$ cat config.mk
export PLATFORM = sky130hd
export DESIGN_NAME = pipeline_control_unit
export DESIGN_NICKNAME = d
export VERILOG_FILES = /design/src/rtl/pipeline_control_unit_pkg.sv /design/src/rtl/pipeline_control_unit_sat_counter.sv /design/src/rtl/pipeline_control_unit.sv
export SDC_FILE = /design/constraint.sdc
export NUM_CORES = 1
export LEC_CHECK = 0
export CORE_MARGIN = 2
export CORE_UTILIZATION = 45
export DETAILED_ROUTE_END_ITERATION = 12
export PLACE_DENSITY = 0.72
export SLEW_MARGIN = 0
export SYNTH_ARGS = -nofsm -noshare
export SYNTH_HDL_FRONTEND = slang
export SYNTH_SLANG_ARGS = --single-unit
$ cat constraint.sdc
create_clock -name clk -period 3.2 [get_ports clk]
set_clock_uncertainty 0.15 [all_clocks]
set_input_delay 0.64 -clock clk [delete_from_list [all_inputs] [get_ports clk]]
set_output_delay 0.64 -clock clk [all_outputs]
set_load 0.01 [all_outputs]
$ cat src/rtl/pipeline_control_unit_pkg.sv
// pipeline_control_unit_pkg: shared state encoding and widths for the pipeline control unit
package pipeline_control_unit_pkg;
  localparam int PIPE_CTRL_WAIT_W = 8;
  typedef enum logic [1:0] {
    RUN      = 2'd0,
    MEM_WAIT = 2'd1,
    MDU_WAIT = 2'd2
  } pipe_ctrl_state_t;
endpackage

$ cat src/rtl/pipeline_control_unit_sat_counter.sv
// sat_counter: W-bit event counter that sticks at all-ones instead of wrapping
module sat_counter
  import pipeline_control_unit_pkg::*;
#(
  parameter int W = 32
) (
  input  logic         clk,
  input  logic         reset_n,
  input  logic         inc,
  output logic [W-1:0] count
);
  logic [W-1:0] count_q, count_d;
  // advance only while below the saturation value
  always_comb count_d = (inc && !(&count_q)) ? count_q + 1'b1 : count_q;
  // count register
  always_ff @(posedge clk or negedge reset_n)
    if (!reset_n) count_q <= '0;
    else count_q <= count_d;
  assign count = count_q;
endmodule

$ cat src/rtl/pipeline_control_unit.sv
// pipeline_control_unit: stall/flush sequencer merging hazards, data-memory wait and MDU wait
module pipeline_control_unit
  import pipeline_control_unit_pkg::*;
#(
  parameter int MEM_TIMEOUT = 255,
  parameter int COUNT_W     = 32
) (
  input  logic               clk,
  input  logic               reset_n,
  input  logic               is_data_stall,
  input  logic               is_control_hazard,
  input  logic               dmem_req,
  input  logic               dmem_ready,
  input  logic               mdu_start,
  input  logic               mdu_done,
  output logic               pc_en,
  output logic               if_id_en,
  output logic               id_ex_en,
  output logic               ex_mem_en,
  output logic               mem_wb_en,
  output logic               if_id_flush,
  output logic               id_ex_flush,
  output logic               ex_mem_flush,
  output logic               mem_timeout,
  output logic [1:0]         ctrl_state,
  output logic [COUNT_W-1:0] stall_count,
  output logic [COUNT_W-1:0] flush_count
);
  localparam logic [PIPE_CTRL_WAIT_W-1:0] TIMEOUT_CMP = PIPE_CTRL_WAIT_W'(MEM_TIMEOUT);
  pipe_ctrl_state_t state_q, state_d;
  logic [PIPE_CTRL_WAIT_W-1:0] wait_cnt_q, wait_cnt_d;
  logic done_seen_q, done_seen_d, mem_timeout_q, mem_timeout_d;
  logic mem_freeze, done_eff, mdu_wait, hazard, dstall;
  // priority resolution and per-stage enables/flushes; the MEM_WAIT release cycle behaves as RUN
  always_comb begin
    mem_freeze   = dmem_req && !dmem_ready;
    done_eff     = mdu_done || done_seen_q;
    mdu_wait     = !mem_freeze && ((state_q == MDU_WAIT) ? !done_eff : mdu_start);
    hazard       = !mem_freeze && !mdu_wait && is_control_hazard;
    dstall       = !mem_freeze && !mdu_wait && !is_control_hazard && is_data_stall;
    pc_en        = !reset_n || !(mem_freeze || mdu_wait || dstall);
    if_id_en     = !reset_n || !(mem_freeze || mdu_wait || dstall);
    id_ex_en     = !reset_n || !(mem_freeze || mdu_wait);
    ex_mem_en    = !reset_n || !mem_freeze;
    mem_wb_en    = !reset_n || !mem_freeze;
    if_id_flush  = reset_n && hazard;
    id_ex_flush  = reset_n && (hazard || dstall);
    ex_mem_flush = reset_n && (hazard || mdu_wait);
  end
  // next state, memory-wait counter, deferred MDU completion and sticky watchdog
  always_comb begin
    state_d       = RUN;
    wait_cnt_d    = '0;
    done_seen_d   = 1'b0;
    mem_timeout_d = mem_timeout_q || (state_q == MEM_WAIT && wait_cnt_q == TIMEOUT_CMP);
    case (state_q)
      RUN, MEM_WAIT: begin
        state_d    = mem_freeze ? MEM_WAIT : mdu_start ? MDU_WAIT : RUN;
        wait_cnt_d = !mem_freeze ? '0
                   : (state_q == RUN) ? PIPE_CTRL_WAIT_W'(1)
                   : (&wait_cnt_q) ? wait_cnt_q : wait_cnt_q + 1'b1;
      end
      MDU_WAIT: begin
        state_d     = (done_eff && !mem_freeze) ? RUN : MDU_WAIT;
        done_seen_d = done_eff && mem_freeze;
      end
      default: state_d = RUN;
    endcase
  end
  // control state registers
  always_ff @(posedge clk or negedge reset_n)
    if (!reset_n) begin
      state_q       <= RUN;
      wait_cnt_q    <= '0;
      done_seen_q   <= 1'b0;
      mem_timeout_q <= 1'b0;
    end else begin
      state_q       <= state_d;
      wait_cnt_q    <= wait_cnt_d;
      done_seen_q   <= done_seen_d;
      mem_timeout_q <= mem_timeout_d;
    end
  assign ctrl_state  = state_q;
  assign mem_timeout = mem_timeout_q;
  sat_counter #(.W(COUNT_W)) u_stall_cnt (
    .clk(clk), .reset_n(reset_n), .inc(mem_freeze || mdu_wait || dstall), .count(stall_count)
  );
  sat_counter #(.W(COUNT_W)) u_flush_cnt (
    .clk(clk), .reset_n(reset_n), .inc(hazard), .count(flush_count)
  );
endmodule

==> qor.yml <==
global_route:
  grt_pass1_vias: 3005
  grt_max_degree: 45
  grt_antenna_before_repair: 0
  track_usage_pct: 20.30
  grt-ovfl-total: 0
  grt_pass1_wl_um: 14470
setup_path:
  crit_arrival_ns: 2.21
  slowest_stage: "clkdlybuf4s50_1"
  crit_cells: 6
  critPathKind: "primary input to primary output"
  end_kind: "primary output"
  r2r_start: "ctrl_state[0]$_DFF_PN0_"
  crit_end: "pc_en"
  critPathLaunchType: "primary input"
  path_buf_inv: 3
  required_ns: 2.41
  ff2ff_setup_slack_ns: 0.63
  rr_worst_depth: 5
  crit_family: "buffers and inverters"
  worstReg2RegEnd: "u_stall_cnt.count[1]$_DFFE_PN0P_"
  slowest_delay_ns: 0.56
  crit_path_frequent_cell: "clkdlybuf4s50_1"
  crit_fanout: 4
  path_cells: "clkdlybuf4s50_1 -> buf_4 -> nand2_1 -> nand3_1 -> o21ai_1 -> clkdlybuf4s50_1"
  crit_start: "mdu_start"
route:
  ant_nets: 0
  drc: 0
  wire_per_inst_um: 15.49
  drt_iter0_markers: 102
  vias_per_cell: 5.459
  routed_wl_um: 8935
  vias: 3150
  drtPass1Iterations: 4
placed_design:
  portBuffers: 82
  gp_congestion: 0.8187
  dp_hpwl_um: 6354
  place_ws_ns: -0.1039
  placed_cells: 562
sta:
  setup_ws_ns: 0.1978
  max_clock_freq_mhz: 333.1
  tightest_slew_ns: 1.036
  hold_violations: 0
  period_minus_slack_ns: 3.002
  fin_crit_sh_pct: 93.82
  finalSetupViolations: 0
  slew_headroom_pct: 29.14
  slew_violations: 0
  rsz0062_at_grt: "no"
floorplanning:
  rows: 33
  initial_core_util_pct: 46.52
  die_y_um: 96.39
  dieArea_mm2: 0.009291
  die_w_um: 96.39
  ioPinCount: 83
  core_region_area_mm2: 0.008258
layout:
  final_common_cell: "clkdlybuf4s50_1"
  layout.nets: 479
  multi_input_area_mm2: 0.001853
  drive_gt1_share_pct: 11.02
  seq_area_mm2: 0.001902
  stdcell_count: 577
  final_cell_mix: "clkdlybuf4s50_1 (80), dfrtp_1 (76), xnor2_1 (50)"
  fillers: 722
  n_antenna_cell: 0
  syn2layout_area_growth_pct: 30.26
run_status:
  outcome: "finished clean"
clocking:
  cts_max_level: 3
  clock_sinks: 76
  cts_tree: "yes"
  cts_hold_buf: 0
  clk_pin_slew_worst_paths_ns: 0.07
  post-cts-setup-buffer-count: 0
  ctsLongestPathBuffers: 2
  clk_latency_ns: 0.34
  cts_buffers: 9
  cts_root_buf: "clkbuf_8"
logic_synthesis:
  synth.avg_cell_area_um2: 10.35
  synthCells: 371
  synth_ff_type: "dfrtp_1"
  ys_ff_latch: 76
  yosys.cell_types.count: 45
  synth_edf_count: 0
  ys_seq_area_share_pct: 49.51
  netlist_area_mm2: 0.003841
  postSynthNetCount: 382
  async_flop_share_pct: 100.0
  yosysWarnings: 0
hold_path:
  min_path_type: "primary input to asynchronous set/reset pin"
flow_run:
  maxCapViolations: 0
power_and_ir_drop:
  power_mw: 2.328
  vdd_drop_max_mv: 0.3335
  p_leak_nw: 2.009
  power.density_mw_per_mm2: 465.4
==> routing by layer <==
| layer | up-vias | global-route usage [%] | wire, um |
|---|---|---|---|
| li1 | 1517 | - | - |
| met1 | 1539 | 27.54 | 4189 |
| met2 | 86 | 32.29 | 4240 |
| met3 | 8 | 4.577 | 402 |
| met4 | 0 | 6.925 | 104 |
| met5 | - | 0 | 0 |
==> cell type report <==
type,instances,share of cell area [%]
sequential,76,38.01
multi-input combinational,278,37.03
timing repair buffer,96,18.43
clock buffer,13,3.176
tap,105,2.626
inverter,7,0.5251
clock inverter,2,0.2000
==> flip-flops by register name, indices dropped and copies added, names as in the netlist <==
signal / count
u_flush_cnt.count: 32
done_seen_q: 1
wait_cnt_q: 8
u_stall_cnt.count: 32
mem_timeout: 1
ctrl_state: 2
==> report_power, final <==
part	total, mW	internal, mW	switching, mW	leakage, nW
clock network	0.648	0.318	0.330	0.0893
logic	0.505	0.281	0.224	0.895
registers	1.17	1.05	0.126	1.02
==> metrics by stage <==
step	util, %	hold slack (ns)	setup TNS [ns]	area, um^2
2_1_floorplan	-	0.1944	0	3841
3_3_place_gp	58.48	0.3331	-0.08073	4830
3_5_place_dp	58.48	0.3278	-0.1039	4830
4_1_cts	60.59	0.2460	0	5004
5_1_grt	60.59	0.2692	0	5004
6_report	60.59	0.2354	0	5004
==> cells by family after synthesis <==
kind of cell / count (synthesis) / share of synthesized area [%]
adder cells (fa/ha/maj): 3 / 0.9773
AO/OA/AOI/OAI: 17 / 3.062
multiplexers: 4 / 1.140
buffers and inverters: 17 / 2.573
XOR/XNOR: 65 / 14.82
AND/OR/NAND/NOR: 189 / 27.92
flip-flops: 76 / 49.51
==> synthesized netlist by cell type (all sizes together), types with 2 or more instances <==
cell	number	area, um^2
nand4	31	193.9
buf	7	61.30
xor2	15	131.4
nand3	35	225.2
ha	3	37.54
or3	2	12.51
dfrtp	76	1902
nand2b	3	18.77
a31oi	2	12.51
nor2	33	123.9
o21ai	5	25.02
xnor2	50	437.9
nor2b	2	12.51
nand2	29	113.9
and4	9	78.83
mux2	3	33.78
nor3	16	85.08
inv	7	26.28
and3	12	75.07
or2	3	18.77
a2111oi	3	26.28
clkbuf	3	11.26
or4	5	45.04
and2	4	25.02
==> worst register-to-register path: cells and delay by family (launching register included) <==
| family | cells | cell delay (ns) |
|---|---|---|
| AOI/OAI and AO/OA | 2 | 1.10 |
| DFF | 1 | 0.44 |
| and+or+nand+nor | 1 | 0.27 |
| muxes | 1 | 0.27 |
| buffers and inverters | 1 | 0.23 |
==> how the worst min path moves through the flow <==
| stage | startpoint | endpoint | slack (ns) | cells past startpoint |
|---|---|---|---|---|
| after detailed placement | mem_timeout$_DFF_PN0_ | mem_timeout$_DFF_PN0_ | 0.33 | 1 |
| final | reset_n | u_flush_cnt.count[0]$_DFFE_PN0P_ | 0.24 | 2 |
| after CTS | reset_n | u_flush_cnt.count[1]$_DFFE_PN0P_ | 0.25 | 2 |
| after global routing | reset_n | u_flush_cnt.count[1]$_DFFE_PN0P_ | 0.27 | 2 |
| after floorplan | reset_n | ctrl_state[0]$_DFF_PN0_ | 0.19 | 0 |
| after global placement | u_flush_cnt.count[26]$_DFFE_PN0P_ | u_flush_cnt.count[26]$_DFFE_PN0P_ | 0.33 | 1 |
==> what timing repair did <==
action / CTS / global route
pin swaps: 0 / 0
setup endpoints to repair: 1 / 2
gates resized for setup: 2 / 1
Note: power is estimated with default switching activity, not from simulation.
